<file path="config.mk">
export PLATFORM = sky130hd
export DESIGN_NAME = fp_normalize
export DESIGN_NICKNAME = d
export VERILOG_FILES = /design/src/rtl/fp_norm_pkg.sv /design/src/rtl/fp_norm_step.sv /design/src/rtl/fp_normalize.sv
export SDC_FILE = /design/constraint.sdc
export NUM_CORES = 1
export LEC_CHECK = 0
export ABC_AREA = 1
export CORE_MARGIN = 3
export CORE_UTILIZATION = 50
export CTS_CLUSTER_DIAMETER = 60
export CTS_CLUSTER_SIZE = 8
export DETAILED_ROUTE_END_ITERATION = 7
export PLACE_DENSITY = 0.88
export RECOVER_POWER = 25
export SLEW_MARGIN = 5
export SYNTH_ARGS = -nofsm -noshare
export SYNTH_HDL_FRONTEND = slang
export SYNTH_HIERARCHICAL = 1
export SYNTH_SLANG_ARGS = --single-unit
</file>
<file path="constraint.sdc">
create_clock -name clk -period 2.53 [get_ports clk]
set_input_delay 0.506 -clock clk [delete_from_list [all_inputs] [get_ports clk]]
set_output_delay 0.506 -clock clk [all_outputs]
set_load 0.01 [all_outputs]
</file>
<file path="src/rtl/fp_norm_pkg.sv">
// Shared types and constants for the floating-point result normalizer.
package fp_norm_pkg;

  localparam int EXP_W_DEF = 8;
  localparam int MAN_W_DEF = 23;

  typedef enum logic [1:0] {
    S_IDLE = 2'd0,
    S_NORM = 2'd1,
    S_DONE = 2'd2
  } state_t;

  // Default-width reference constants (single precision)
  localparam logic [EXP_W_DEF-1:0]           EXP_INF   = '1;
  localparam logic [EXP_W_DEF+MAN_W_DEF:0]   ZERO_WORD = '0;

endpackage

</file>
<file path="src/rtl/fp_norm_step.sv">
// One normalization decision: either finishes with a packed word, or
// produces the next (exp, man) after a single left shift.
module fp_norm_step
  import fp_norm_pkg::*;
#(
  parameter int EXP_W = EXP_W_DEF,
  parameter int MAN_W = MAN_W_DEF
) (
  input  logic                   i_sign,
  input  logic [EXP_W-1:0]       i_exp,
  input  logic [MAN_W+1:0]       i_man,
  output logic [EXP_W-1:0]       o_exp,
  output logic [MAN_W+1:0]       o_man,
  output logic                   o_done,
  output logic [EXP_W+MAN_W:0]   o_word
);

  localparam logic [EXP_W-1:0] L_EXP_ONES = '1;
  localparam logic [MAN_W-1:0] L_FRAC_0   = '0;

  // Exponent math one bit wider so neither direction can wrap
  logic [EXP_W:0] w_exp_inc;
  logic [EXP_W:0] w_exp_dec;
  logic           w_exp_small;
  logic           w_inc_ovf;

  assign w_exp_inc   = {1'b0, i_exp} + (EXP_W+1)'(1);
  assign w_exp_dec   = {1'b0, i_exp} - (EXP_W+1)'(1);
  assign w_exp_small = ({1'b0, i_exp} <= (EXP_W+1)'(1));
  assign w_inc_ovf   = (w_exp_inc >= {1'b0, L_EXP_ONES});

  // Priority-ordered rule set; first matching rule decides the cycle
  always_comb begin
    o_exp  = i_exp;
    o_man  = i_man;
    o_done = 1'b1;
    o_word = '0;
    if (i_exp == L_EXP_ONES) begin
      o_word = {i_sign, L_EXP_ONES, L_FRAC_0};
    end else if (i_man == '0) begin
      o_word = '0;
    end else if (i_man[MAN_W+1]) begin
      // carry out: shift right once, bump exponent, saturate to infinity
      if (w_inc_ovf) o_word = {i_sign, L_EXP_ONES, L_FRAC_0};
      else           o_word = {i_sign, w_exp_inc[EXP_W-1:0], i_man[MAN_W:1]};
    end else if (i_man[MAN_W]) begin
      o_word = {i_sign, i_exp, i_man[MAN_W-1:0]};
    end else if (w_exp_small) begin
      // would go subnormal: flush to +0
      o_word = '0;
    end else begin
      o_done = 1'b0;
      o_man  = i_man << 1;
      o_exp  = w_exp_dec[EXP_W-1:0];
    end
  end

endmodule

</file>
<file path="src/rtl/fp_normalize.sv">
// Iterative normalizer for raw adder results: one left shift per cycle,
// packed IEEE word held in DONE until the consumer takes it.
module fp_normalize
  import fp_norm_pkg::*;
#(
  parameter int EXP_W = EXP_W_DEF,
  parameter int MAN_W = MAN_W_DEF
) (
  input  logic                   clk,
  input  logic                   rst,
  input  logic                   in_valid,
  output logic                   in_ready,
  input  logic                   in_sign,
  input  logic [EXP_W-1:0]       in_exp,
  input  logic [MAN_W+1:0]       in_man,
  output logic                   out_valid,
  input  logic                   out_ready,
  output logic [EXP_W+MAN_W:0]   out_data,
  output logic                   busy
);

  state_t                 r_state;
  state_t                 w_state_nxt;
  logic                   r_sign;
  logic [EXP_W-1:0]       r_exp;
  logic [MAN_W+1:0]       r_man;
  logic [EXP_W+MAN_W:0]   r_data;

  logic [EXP_W-1:0]       w_exp;
  logic [MAN_W+1:0]       w_man;
  logic                   w_done;
  logic [EXP_W+MAN_W:0]   w_word;

  fp_norm_step #(.EXP_W(EXP_W), .MAN_W(MAN_W)) u_step (
    .i_sign (r_sign),
    .i_exp  (r_exp),
    .i_man  (r_man),
    .o_exp  (w_exp),
    .o_man  (w_man),
    .o_done (w_done),
    .o_word (w_word)
  );

  // State register; reset aborts any operation in flight
  always_ff @(posedge clk or negedge rst) begin
    if (!rst) r_state <= S_IDLE;
    else      r_state <= w_state_nxt;
  end

  // Next-state: accept in IDLE, iterate in NORM, hand off in DONE
  always_comb begin
    w_state_nxt = r_state;
    case (r_state)
      S_IDLE:  if (in_valid)  w_state_nxt = S_NORM;
      S_NORM:  if (w_done)    w_state_nxt = S_DONE;
      S_DONE:  if (out_ready) w_state_nxt = S_IDLE;
      default:                w_state_nxt = S_IDLE;
    endcase
  end

  // Working registers and result word
  always_ff @(posedge clk or negedge rst) begin
    if (!rst) begin
      r_sign <= 1'b0;
      r_exp  <= '0;
      r_man  <= '0;
      r_data <= '0;
    end else begin
      case (r_state)
        S_IDLE: if (in_valid) begin
          r_sign <= in_sign;
          r_exp  <= in_exp;
          r_man  <= in_man;
        end
        S_NORM: begin
          if (w_done) begin
            r_data <= w_word;
          end else begin
            r_exp <= w_exp;
            r_man <= w_man;
          end
        end
        default: ;
      endcase
    end
  end

  assign in_ready  = (r_state == S_IDLE);
  assign out_valid = (r_state == S_DONE);
  assign busy      = (r_state == S_NORM) || (r_state == S_DONE);
  assign out_data  = r_data;

endmodule

</file>
[Yosys cells after proc, flatten, opt, wreduce, memory -nomap -nowiden]
Cells that the tools add are included.
W data, S select, Z words.
Word-level totals
  output and inout port bits: 35
  register bits after elaboration: 68
Operators by class
  add/sub/neg operators: 2
  reduce and logical (&&, ||, !) cells: 10
  equal/unequal tests: 12
  $lt $le $gt $ge: 2
  muxes and demuxes: 30
Operators by type and width (number)
  $mux W25: 6
  $mux W32: 4
  $mux W8: 7
  $pmux W25 S2: 1
  $mux W31: 1
  $logic_not A25 Y1: 1
  $mux W24: 1
  $pmux W8 S2: 1
  $ne A2 B2 Y1 const B: 7
  $add A8 B1 Y9 const B: 1
  $ge A9 B8 Y1 const B: 1
  $eq A8 B8 Y1 const B: 1
  $le A8 B1 Y1 const B: 1
  $reduce_and A8 Y1: 1
  $sub A8 B1 Y8 const B: 1
  $mux W2: 3
  $pmux W2 S3: 1
  $reduce_and A6 Y1: 1
  $mux W1: 5
  $reduce_and A5 Y1: 1
  $ne A2 B1 Y1 const B: 2
  $reduce_and A2 Y1: 2
  $reduce_and A3 Y1: 1
  $eq A2 B1 Y1 const B: 1
  4 further kinds: 4

[Depth between registers and ports, before layout]
Gate-level depths: netlist of run 1.
  depth in word-level cells: 8
  mapped depth: 16

[By module]
The synthesis of run 1 kept the hierarchy.
By module, submodules not included
  fp_normalize: times used 1, cells an instance 420, area an instance 3254.4 sq um, sequential area each 1701.6 sq um
  fp_norm_step: times used 1, cells an instance 303, area an instance 1690.4 sq um, sequential area each 0.0 sq um

[Least setup slack after synthesis of run 1]
OpenSTA, ideal clock, no wires.
  path type: reg-to-reg
  start point: register r_exp[0]
  end point: register r_exp[0]
  setup slack: 0.107 ns
  period minus slack after synthesis: 2.423 ns
  cell stages (with the launch flop): 17
  arrival time: 2.305 ns
  path through: dfrtp_1 > inv_2 > ha_1 > inv_2 > nor2_2 > o21bai_4 > nand3_2 > nor2_4 > nand2_2 > buf_6 > buf_8 > buf_2 > nand2_2 > nand3_2 > buf_6 > nand2_1 > nand2_1
Between the ends
  word-level cells in the longest chain between the ends: 8
  elaborated cells between the ends (all ways): 19
  classes of those cells: add/sub: 1; order compare: 1; eq/ne: 4; mux: 12; reduce/logical: 1
Ends and longest elaborated chain
  from (decl): RTL line fp_normalize.sv:25  | logic [EXP_W-1:0] r_exp;
  from (signal assigned): RTL line fp_normalize.sv:72  | r_exp <= in_exp;
  from (signal assigned): RTL line fp_normalize.sv:79  | r_exp <= w_exp;
  $le A8 B1 Y1: RTL line fp_norm_step.sv:29  | assign w_exp_small = ({1'b0, i_exp} <= (EXP_W+1)'(1));
  $mux W1: RTL line fp_norm_step.sv:48  | end else if (w_exp_small) begin
  $mux W1: RTL line fp_norm_step.sv:46  | end else if (i_man[MAN_W]) begin
  $mux W1: RTL line fp_norm_step.sv:42  | end else if (i_man[MAN_W+1]) begin
  $mux W1: RTL line fp_norm_step.sv:40  | end else if (i_man == '0) begin
  $mux W1 (*): RTL line fp_norm_step.sv:38  | if (i_exp == L_EXP_ONES) begin
  named net w_done: RTL line fp_normalize.sv:31  | logic w_done;
  $ne A2 B2 Y1 (no line) (*)
  $reduce_and A8 Y1 (no line) (*)
Mark *: on every way through the listed nets, which the timed path passes. The rest lies on a longest branch. The select of a mux whose other input is x is not followed.
A chain may end at the register's enable or synchronous reset.

[Worst setup path in the final report of run 1]
  start point: register r_man[5]
  end point: register r_man[7]
Between the ends
  word-level cells in the longest chain between the ends: 5
  elaborated cells between the ends (all ways): 6
  classes of those cells: eq/ne: 2; mux: 2; reduce/logical: 2
Ends and longest elaborated chain
  from (decl): RTL line fp_normalize.sv:26  | logic [MAN_W+1:0] r_man;
  from (signal assigned): RTL line fp_normalize.sv:73  | r_man <= in_man;
  from (signal assigned): RTL line fp_normalize.sv:80  | r_man <= w_man;
  $logic_not A25 Y1: RTL line fp_norm_step.sv:40
  $mux W1: RTL line fp_norm_step.sv:40
  $mux W1: RTL line fp_norm_step.sv:38
  named net w_done: RTL line fp_normalize.sv:31
  $ne A2 B2 Y1 (no line)
  $reduce_and A8 Y1 (no line)
The timed path passes the listed nets, and every way through them passes these cells.

==> impl_metrics.env, run 1 <==
export IMPL_via_count=4825
export IMPL_crit_family="simple AND/OR/NAND/NOR gates"
export IMPL_reg2reg_slack_ns=0.18
export IMPL_async_flop_share_pct=100
export IMPL_dp_hpwl_um=8880
export IMPL_hold_path_depth=2
export IMPL_final_max_slew_viol_count=0
export IMPL_synth_area_leaders="dfrtp_1, nand2_1, nand3_1, o21ai_2, inv_1"
export IMPL_synth_seq_cells=68
export IMPL_cts_buffer_depth=2
export IMPL_cts_clk_slew_worst_paths_ns=0.08
export IMPL_r2r_end="r_man[7]$_DFFE_PN0P_"
export IMPL_setup_viol=0
export IMPL_timing_max_slew_rel_slack_pct=8.13
export IMPL_portBuffers=72
export IMPL_powerDensity_nw_per_um2=1310
export IMPL_final_antenna_net_count=0
export IMPL_crit_chain="inv_2 -> nand2_1 -> nor3_1 -> nand3_2 -> nor2_4 -> nor2_4 -> nand2_2 -> buf_6 -> nand2_1 -> o21ai_1 -> nand2_1 -> nand2_1 -> nand3_1 -> nand2_1"
export IMPL_synth_fa_ha_area_share_pct=2.28
export IMPL_io_pin_count=73
export IMPL_synthFlopType="dfrtp_1"
export IMPL_fp_coreArea_um2=9420
export IMPL_drc=0
export IMPL_synth_area_per_cell_um2=6.84
export IMPL_ff2ff_path_depth=14
export IMPL_worstPathRequired_ns=2.83
export IMPL_fp_dieArea_um2=11100
export IMPL_grt_pass1_wl_um=21300
export IMPL_diodes=0
export IMPL_ir_drop_v=0.000966
export IMPL_crit_slowest_cell="dfrtp_1"
export IMPL_rsz0062_at_grt="no"
export IMPL_numCtsBuffers=9
export IMPL_synth_largest_area_cell="dfrtp_1"
export IMPL_row_count=35
export IMPL_synth_cell_type_count=34
export IMPL_synth_edff_count=0
export IMPL_end_kind="flip-flop"
export IMPL_grt_max_degree=40
export IMPL_gp_congestion=1.04
export IMPL_insertion_delay_ns=0.36
export IMPL_area_delta_synth_final_pct=19.9
export IMPL_synth_compound_area_share_pct=10.3
export IMPL_p_leak_nw=3.04
export IMPL_final_util_pct=63.0
export IMPL_hold_path_class="flip-flop to flip-flop"
export IMPL_hold_end="out_data[1]$_DFFE_PN0P_"
export IMPL_drv_cap=0
export IMPL_final_nets=832
export IMPL_vias_per_cell=5.25
export IMPL_numClockSinks=68
export IMPL_period_share_pct=92.8
export IMPL_clock_skew_ns=0.00701
export IMPL_criticalPathCategory="flip-flop to flip-flop"
export IMPL_seq_area_frac_synth_pct=34.4
export IMPL_drt_iter0_drc=369
export IMPL_hp_start="out_data[1]$_DFFE_PN0P_"
export IMPL_antenna_found_initial=0
export IMPL_h_tree_depth=3
export IMPL_period_needed_ns=2.35
export IMPL_synthesis_area_um2=4940
export IMPL_synth_mux_area_share_pct=0
export IMPL_start_util_pct=52.5
export IMPL_fin_hold_ws_ns=0.471
export IMPL_fillers=845
export IMPL_cpMostUsedCell="nand2_1"
export IMPL_power_mw=7.76
export IMPL_cts_tree="built"
export IMPL_die_h_um=105
export IMPL_synth_top_family_by_area="simple AND/OR/NAND/NOR gates"
export IMPL_yosys_area_top_type_share_pct=34.4
export IMPL_startpoint_type="flip-flop"
export IMPL_setup_tns_ns=0
export IMPL_hold_viol_final=0
export IMPL_worst_pin_slew_ns=1.38
export IMPL_rr_startpoint="r_man[5]$_DFFE_PN0P_"
export IMPL_cts_root_buffer="clkbuf_8"
export IMPL_synth_xor_area_share_pct=0.886
export IMPL_cp_max_fo=26
export IMPL_synth_cells=723
export IMPL_grt_ovfl_total=0
export IMPL_die_w_um=105
export IMPL_drt_pass1_iter_count=5
export IMPL_ys_warn_count=6
export IMPL_cpPeakStageDelay_ns=0.43
export IMPL_fmax_mhz=426
export IMPL_grt_pass1_vias=4467
export IMPL_finalWirelength_um=12400
export IMPL_status="completed"
export IMPL_worst_path_buf_inv=2
export IMPL_drive_gt1_share_pct=14.3
export IMPL_synth_nets=770
export IMPL_synth_simple_area_share_pct=41.4
export IMPL_grt_usage_pct=23.1
export IMPL_worst_ep_arrival_time_ns=2.65
export IMPL_post_drt_wl_per_cell_um=13.4
==> sequential cells by signal, indices dropped and copies added (netlist names) <==
name,count
r_exp,8
r_man,25
r_state,2
r_sign,1
out_data,32
==> cell type report <==
type	instances	area [µm²]	area share, %
timing repair buffer	96	907	15.3
tap	129	161	2.72
sequential	68	1700	28.7
clock inverter	6	88.8	1.50
inverter	56	218	3.67
clock buffer	10	128	2.15
multi-input combinational	554	2730	46.0
==> timing repair <==
item,CTS,global route
gates resized for setup,0,4
buffers inserted,0,0
hold buffers,1,0
hold endpoints to repair,2,0
setup endpoints to repair,0,12
==> per-layer routing <==
metal	part of all wire [%]	GRT usage, %	vias up	routed length, µm
li1	-	-	2436	-
met1	45	32.6	2151	5520
met2	45	35.8	207	5530
met3	8.1	3.49	31	1000
met4	2.4	8.90	0	295
met5	0	0	-	0
==> worst register-to-register path, delay by kind of cell, from the launching register on <==
| family | cells | cell delay, ns |
|---|---|---|
| DFF | 1 | 0.43 |
| buffers and inverters | 2 | 0.36 |
| and+or+nand+nor | 11 | 1.42 |
| AOI/OAI and AO/OA | 1 | 0.08 |
==> report_power, final <==
part           switching [mW]  total [mW]  internal (mW)
clock network           0.435       0.990          0.554
logic                    3.01        4.82           1.81
registers               0.413        1.95           1.54
==> how the worst max path moves through the flow <==
stage / startpoint / endpoint / slack, ns / cells after the start
2_1_floorplan: r_exp[0]$_DFFE_PN0P_ / r_exp[0]$_DFFE_PN0P_ / 0.11 / 16
3_3_place_gp: r_exp[0]$_DFFE_PN0P_ / r_man[23]$_DFFE_PN0P_ / 0.22 / 12
3_5_place_dp: r_exp[0]$_DFFE_PN0P_ / r_man[23]$_DFFE_PN0P_ / 0.16 / 12
4_1_cts: r_exp[0]$_DFFE_PN0P_ / r_man[23]$_DFFE_PN0P_ / 0.15 / 12
5_1_grt: r_man[5]$_DFFE_PN0P_ / r_man[2]$_DFFE_PN0P_ / 0.002 / 14
6_report: r_man[5]$_DFFE_PN0P_ / r_man[7]$_DFFE_PN0P_ / 0.18 / 14
==> layout by cell type, fill, tap and decap left out, types with 4 or more instances in the layout <==
| cell | instances |
|---|---|
| nand3_1 | 107 |
| nand4_1 | 11 |
| nor2_4 | 5 |
| dfrtp_1 | 68 |
| nand2_1 | 310 |
| a21oi_1 | 5 |
| clkbuf_8 | 9 |
| o21ai_1 | 15 |
| nand3_2 | 4 |
| clkdlybuf4s50_1 | 71 |
| ha_1 | 8 |
| nor2_2 | 5 |
| o21ai_0 | 11 |
| nand2_2 | 5 |
| inv_1 | 39 |
| nor2_1 | 16 |
| o21ai_2 | 32 |
| xor2_1 | 5 |
| buf_4 | 19 |
| inv_2 | 15 |
==> synthesized netlist by cell type (2+ instances only) <==
cell type / n
buf_6: 9
nor2_1: 16
nor2_2: 6
inv_2: 15
ha_1: 9
nand4_1: 11
o21ai_0: 11
nor2_4: 4
xor2_1: 5
nand2_2: 6
o21ai_2: 32
nand3_4: 2
a21oi_1: 5
buf_8: 3
buf_2: 12
nand3_2: 4
o21ai_1: 15
nand3_1: 107
clkbuf_1: 14
inv_1: 39
dfrtp_1: 68
nand2_1: 310
nor3_1: 3
buf_4: 7
==> stage by stage <==
step	area (µm²)	std cells	setup WS, ns
2_1_floorplan	4940	723	0.107
4_1_cts	5920	919	0.154
5_1_grt	5930	919	0.00242
6_report	5930	919	0.183
3_3_place_gp	5700	902	0.217
3_5_place_dp	5700	902	0.159
==> logic make-up (layout without fill, tap and decap cells) <==
group | Yosys count | count (layout)
buffers and inverters | 101 | 168
DFF | 68 | 68
adders and majority gates | 9 | 9
xor gates and xnor gates | 5 | 5
and+or+nand+nor | 470 | 470
AOI/OAI and AO/OA | 70 | 70
Power figures use the tool's default switching activity.
==> inputs of run 2 (changes only) <==
--- a/config.mk
+++ b/config.mk
@@ -6,12 +6,14 @@
 export NUM_CORES = 1
 export LEC_CHECK = 0
 export ABC_AREA = 1
+export CELL_PAD_IN_SITES_DETAIL_PLACEMENT = 1
+export CELL_PAD_IN_SITES_GLOBAL_PLACEMENT = 2
 export CORE_MARGIN = 3
-export CORE_UTILIZATION = 50
+export CORE_UTILIZATION = 28
 export CTS_CLUSTER_DIAMETER = 60
 export CTS_CLUSTER_SIZE = 8
 export DETAILED_ROUTE_END_ITERATION = 7
-export PLACE_DENSITY = 0.88
+export PLACE_DENSITY = 0.89
 export RECOVER_POWER = 25
 export SLEW_MARGIN = 5
 export SYNTH_ARGS = -nofsm -noshare
==> impl_metrics.env, run 2 (same netlist as run 1, synthesis figures left out) <==
export IMPL_insertion_delay_ns=0.35
export IMPL_vias_per_cell=4.78
export IMPL_p_comb_share_pct=59.9
export IMPL_pwr_share_seq_pct=23.0
export IMPL_drc=0
export IMPL_setup_viol=0
export IMPL_area_delta_synth_final_pct=25.5
export IMPL_final_max_slew_viol_count=26
export IMPL_switchingPower_mw=4.15
export IMPL_grtUsageMet3_pct=4.31
export IMPL_worst_ep_arrival_time_ns=1.85
export IMPL_cts_clk_slew_worst_paths_ns=0.06
export IMPL_setup_slack_ns=0.171
export IMPL_cts_buffer_depth=2
export IMPL_cts_tree="built"
export IMPL_powerDensity_nw_per_um2=1370
export IMPL_cp_max_fo=6
export IMPL_dp_slack_ns=-0.0171
export IMPL_hold_viol_final=0
export IMPL_io_pin_count=73
export IMPL_numCtsBuffers=9
export IMPL_grtUsageMet1_pct=25.1
export IMPL_rsz0062_at_grt="no"
export IMPL_criticalPathCategory="flip-flop to output pin"
export IMPL_worst_pin_slew_ns=1.57
export IMPL_finalWirelength_um=16200
export IMPL_final_nets=835
export IMPL_p_clk_share_pct=17.1
export IMPL_final_cell_mix="nand2_1, nand3_1, clkdlybuf4s50_1"
export IMPL_fin_hold_ws_ns=0.467
export IMPL_hold_path_class="flip-flop to flip-flop"
export IMPL_layout_commonest_cell="nand2_1"
export IMPL_antenna_found_initial=0
export IMPL_grt_usage_pct=17.2
export IMPL_grt_use_met2_pct=26.2
export IMPL_drv_cap=1
export IMPL_cpPeakStageDelay_ns=0.60
export IMPL_die_w_um=139
export IMPL_final_util_pct=36.7
export IMPL_p_leak_nw=3.12
export IMPL_numClockSinks=68
export IMPL_h_tree_depth=3
export IMPL_fp_coreArea_um2=16900
export IMPL_crit_family="buffers and inverters"
export IMPL_drive_gt1_share_pct=15.1
export IMPL_die_h_um=139
export IMPL_status="finished, violations left"
export IMPL_drt_iter0_drc=384
export IMPL_grt_pass1_vias=5096
export IMPL_drt_pass1_iter_count=4
export IMPL_fp_dieArea_um2=19300
export IMPL_power_switching_share_pct=48.8
export IMPL_grt_busiest_layer="met2"
export IMPL_intPower_mw=4.35
export IMPL_post_drt_wl_per_cell_um=16.0
export IMPL_crit_slowest_cell="clkdlybuf4s50_1"
export IMPL_final_antenna_net_count=0
export IMPL_grt_pass1_wl_um=27200
export IMPL_clock_skew_ns=0.00555
export IMPL_timing_max_slew_rel_slack_pct=-4.58
export IMPL_via_count=4843
export IMPL_setup_tns_ns=0
export IMPL_cts_root_buffer="clkbuf_16"
export IMPL_start_util_pct=29.2
export IMPL_fmax_mhz=424
export IMPL_dp_hpwl_um=11400
export IMPL_ir_drop_v=0.000527
export IMPL_period_share_pct=93.2
export IMPL_row_count=47
export IMPL_diodes=0
export IMPL_worstPathRequired_ns=2.02
export IMPL_end_kind="output pin"
export IMPL_violations="max-capacitance violations, max-slew violations"
export IMPL_grt_ovfl_total=0
export IMPL_startpoint_type="flip-flop"
export IMPL_period_needed_ns=2.36
export IMPL_crit_chain="inv_1 -> ha_1 -> clkdlybuf4s50_1"
export IMPL_portBuffers=72
export IMPL_largest_reg_flops=32
export IMPL_gp_congestion=0.856
export IMPL_worst_path_buf_inv=2
export IMPL_grt_max_degree=47
[run 2: changes by cell type in the layout (fill, tap and decap cells not counted), sizes merged]
cell,before,now
bufinv,2,3
buf,21,26
clkinvlp,2,0
dlygate4sd3,1,0
[run 2: cell type report]
cell class              count  area, µm²
multi-input cells         554       2730
clock inverters             5        100
inverters                  56        218
repair buffers             99        950
clock buffers              11        233
fillers                  2164      10700
flip-flops and latches     68       1700
well taps                 220        275
[run 2: tightest hold or removal path: cells and delay by family (launching register included)]
kind,cells,cell delay [ns]
DFF,1,0.34
and+or+nand+nor,2,0.09
[run 2: repair_timing]
item	4_1_cts	5_1_grt
gates resized for setup	1	7
setup buffers	0	2
endpoints found under the hold margin	0	0
hold buffers	0	0
pin swaps	0	1
setup endpoints to repair	1	57
[run 2: path summary, 6_finish.rpt]
kind / from / end / slack [ns] / depth (start not counted)
setup / recovery: r_state[0]$_DFFE_PN0P_ / in_ready / 0.17 / 3
hold / removal: out_data[9]$_DFFE_PN0P_ / out_data[9]$_DFFE_PN0P_ / 0.47 / 2
setup reg to reg: r_exp[0]$_DFFE_PN0P_ / r_man[2]$_DFFE_PN0P_ / 0.25 / 16
hold reg to reg: out_data[9]$_DFFE_PN0P_ / out_data[9]$_DFFE_PN0P_ / 0.47 / 2
max in group asynchronous: rst / r_exp[1]$_DFFE_PN0P_ / 0.46 / 2
min in group asynchronous: rst / out_data[11]$_DFFE_PN0P_ / 0.54 / 1
[run 2: layer usage]
layer  routed length (µm)  part of all wire, %
met5                    0                    0
met3                  692                  4.3
met2                 7100                   44
met4                  125                 0.77
met1                 8280                   51
[run 2: power by group through the flow]
| stage | combinational (mW) | clock [mW] | sequential (mW) |
|---|---|---|---|
| 4_1_cts | 5.11 | 1.49 | 1.96 |
| 3_5_place_dp | 5.07 | 0 | 1.96 |
| 2_1_floorplan | 3.54 | 0 | 1.96 |
| 5_1_grt | 5.75 | 1.54 | 2.03 |
| 3_3_place_gp | 5.00 | 0 | 1.94 |
| 6_report | 5.09 | 1.46 | 1.96 |
[run 2: stage by stage]
| step | total power [mW] | area [µm²] | cells |
|---|---|---|---|
| 6_report | 8.50 | 6210 | 1013 |
| 5_1_grt | 9.32 | 6210 | 1013 |
| 4_1_cts | 8.56 | 6190 | 1011 |
| 3_5_place_dp | 7.04 | 5850 | 995 |
| 3_3_place_gp | 6.94 | 5850 | 995 |
| 2_1_floorplan | 5.50 | 4940 | 723 |
==> inputs of run 3 (changes only) <==
--- a/config.mk
+++ b/config.mk
@@ -6,10 +6,10 @@
 export NUM_CORES = 1
 export LEC_CHECK = 0
 export ABC_AREA = 1
-export CELL_PAD_IN_SITES_DETAIL_PLACEMENT = 1
-export CELL_PAD_IN_SITES_GLOBAL_PLACEMENT = 2
+export CELL_PAD_IN_SITES_DETAIL_PLACEMENT = 0
+export CELL_PAD_IN_SITES_GLOBAL_PLACEMENT = 1
 export CORE_MARGIN = 3
-export CORE_UTILIZATION = 28
+export CORE_UTILIZATION = 36
 export CTS_CLUSTER_DIAMETER = 60
 export CTS_CLUSTER_SIZE = 8
 export DETAILED_ROUTE_END_ITERATION = 7
==> impl_metrics.env, run 3 (same netlist as run 1, synthesis figures left out) <==
export IMPL_grt_pass1_vias=4462
export IMPL_die_h_um=123
export IMPL_gp_congestion=0.854
export IMPL_worst_ep_arrival_time_ns=2.67
export IMPL_final_nets=834
export IMPL_worstPathRequired_ns=2.80
export IMPL_numClockSinks=68
export IMPL_p_comb_share_pct=59.8
export IMPL_power_switching_share_pct=47.6
export IMPL_setup_viol=0
export IMPL_top_layer="met4"
export IMPL_period_needed_ns=2.40
export IMPL_period_share_pct=94.9
export IMPL_dpl_cell_area_um2=5810
export IMPL_final_max_slew_viol_count=69
export IMPL_multiInputGateArea_um2=2720
export IMPL_grt_ovfl_total=0
export IMPL_criticalPathCategory="flip-flop to flip-flop"
export IMPL_p_leak_nw=3.12
export IMPL_crit_family="simple AND/OR/NAND/NOR gates"
export IMPL_largest_reg_flops=32
export IMPL_start_util_pct=37.0
export IMPL_cpMostUsedCell="nand2_1"
export IMPL_violations="max-capacitance violations, max-slew violations"
export IMPL_met2_length_um=5950
export IMPL_fillers=1379
export IMPL_portBuffers=72
export IMPL_drc=0
export IMPL_antenna_found_initial=0
export IMPL_hold_path_class="flip-flop to flip-flop"
export IMPL_dp_slack_ns=0.0330
export IMPL_r2r_end="r_man[19]$_DFFE_PN0P_"
export IMPL_drive_gt1_share_pct=14.8
export IMPL_setup_tns_ns=0
export IMPL_hp_start="out_data[28]$_DFFE_PN0P_"
export IMPL_cts_tree="built"
export IMPL_via_count=4767
export IMPL_fp_dieArea_um2=15200
export IMPL_grt_pass1_wl_um=22700
export IMPL_insertion_delay_ns=0.34
export IMPL_cp_max_fo=28
export IMPL_reg2reg_slack_ns=0.13
export IMPL_pwr_share_seq_pct=23.8
export IMPL_startpoint_type="flip-flop"
export IMPL_powerDensity_nw_per_um2=1350
export IMPL_drt_met1_wl_um=6750
export IMPL_switchingPower_mw=3.95
export IMPL_rr_startpoint="r_man[4]$_DFFE_PN0P_"
export IMPL_cts_root_buffer="clkbuf_16"
export IMPL_crit_chain="inv_2 -> nand2_1 -> nor3_1 -> nand3_2 -> nor2_4 -> nor2_4 -> nand2_2 -> buf_12 -> nand2_1 -> o21ai_2 -> nand2_1 -> nand2_1 -> nand3_1 -> nand2_1"
export IMPL_fp_coreArea_um2=13300
export IMPL_area_delta_synth_final_pct=24.2
export IMPL_finalWirelength_um=13700
export IMPL_dp_hpwl_um=9470
export IMPL_ir_drop_v=0.000509
export IMPL_rsz0062_at_grt="no"
export IMPL_post_cts_repair_setup_buffers=0
export IMPL_drt_iter0_drc=307
export IMPL_grt_usage_pct=18.8
export IMPL_fin_hold_ws_ns=0.468
export IMPL_p_clk_share_pct=16.4
export IMPL_cpPeakStageDelay_ns=0.42
export IMPL_final_cell_mix="nand2_1, nand3_1, clkdlybuf4s50_1"
export IMPL_hold_viol_final=0
export IMPL_layout_commonest_cell="nand2_1"
export IMPL_die_w_um=123
export IMPL_clock_skew_ns=0.00668
export IMPL_grt_max_degree=69
export IMPL_drt_pass1_iter_count=5
export IMPL_io_pin_count=73
export IMPL_drv_cap=1
export IMPL_ff2ff_path_depth=14
export IMPL_worst_pin_slew_ns=1.76
export IMPL_cts_buffer_depth=2
export IMPL_cts_clk_slew_worst_paths_ns=0.06
export IMPL_post_drt_wl_per_cell_um=14.2
export IMPL_worst_path_buf_inv=2
export IMPL_hold_path_depth=2
export IMPL_crit_slowest_cell="dfrtp_1"
export IMPL_intPower_mw=4.34
export IMPL_numCtsBuffers=9
export IMPL_diodes=0
export IMPL_status="finished, violations left"
export IMPL_fmax_mhz=417
export IMPL_postCtsHoldBufs=0
export IMPL_row_count=42
export IMPL_end_kind="flip-flop"
export IMPL_final_util_pct=46.0
export IMPL_timing_max_slew_rel_slack_pct=-17.5
export IMPL_seqCellArea_um2=1700
export IMPL_h_tree_depth=3
export IMPL_final_antenna_net_count=0
export IMPL_vias_per_cell=4.92
export IMPL_hold_end="out_data[28]$_DFFE_PN0P_"
export IMPL_wl_met3_um=839
export IMPL_final_cell_area_um2=6140
export IMPL_setup_slack_ns=0.130
run 3: power by group through the flow:
stage / logic (mW) / registers, mW / clock network [mW]
3_5_place_dp: 4.87 / 1.98 / 0
6_report: 4.96 / 1.97 / 1.36
3_3_place_gp: 4.86 / 1.97 / 0
2_1_floorplan: 3.54 / 1.96 / 0
5_1_grt: 5.56 / 2.04 / 1.44
4_1_cts: 4.89 / 1.97 / 1.39
run 3: area by class of cell:
type                       count  area share [%]
sequential                    68            27.7
timing repair buffer          98            15.7
clock buffer                  12            4.01
multi-input combinational    554            44.3
inverter                      56            3.54
clock inverter                 4            1.18
tap                          176            3.58
run 3: worst max path at each step:
stage,start,to,slack (ns),cells past startpoint
6_report,r_man[4]$_DFFE_PN0P_,r_man[19]$_DFFE_PN0P_,0.13,14
5_1_grt,r_exp[1]$_DFFE_PN0P_,r_man[19]$_DFFE_PN0P_,0.002,15
4_1_cts,r_exp[1]$_DFFE_PN0P_,r_exp[1]$_DFFE_PN0P_,0.18,15
3_5_place_dp,r_exp[0]$_DFFE_PN0P_,r_man[23]$_DFFE_PN0P_,0.03,12
3_3_place_gp,r_exp[0]$_DFFE_PN0P_,r_man[23]$_DFFE_PN0P_,0.06,12
2_1_floorplan,r_exp[0]$_DFFE_PN0P_,r_exp[0]$_DFFE_PN0P_,0.11,16
run 3: worst reg2reg max path, stage by stage, from the launching register on:
cell and delay, ns:
dfrtp_1 0.42, inv_2 0.10, nand2_1 0.05, nor3_1 0.30
nand3_2 0.17, nor2_4 0.29, nor2_4 0.09, nand2_2 0.24
buf_12 0.22, nand2_1 0.10, o21ai_2 0.07, nand2_1 0.07
nand2_1 0.07, nand3_1 0.07, nand2_1 0.07
run 3: through the flow:
stage	power, mW	std cells
floorplan	5.50	723
global placement	6.83	951
detailed placement	6.85	951
CTS	8.25	967
global route	9.04	968
finish	8.29	968
run 3: repair_timing:
item | CTS | global route
pin swaps | 0 | 0
gates resized for setup | 1 | 1
hold endpoints to repair | 0 | 0
gates cloned | 0 | 1
setup endpoints to repair | 1 | 6
run 3: metal layers:
metal | track usage [%] | vias up
met5 | 0 | -
met4 | 5.26 | 0
met3 | 3.43 | 16
met2 | 28.6 | 158
met1 | 27.3 | 2150
li1 | - | 2443
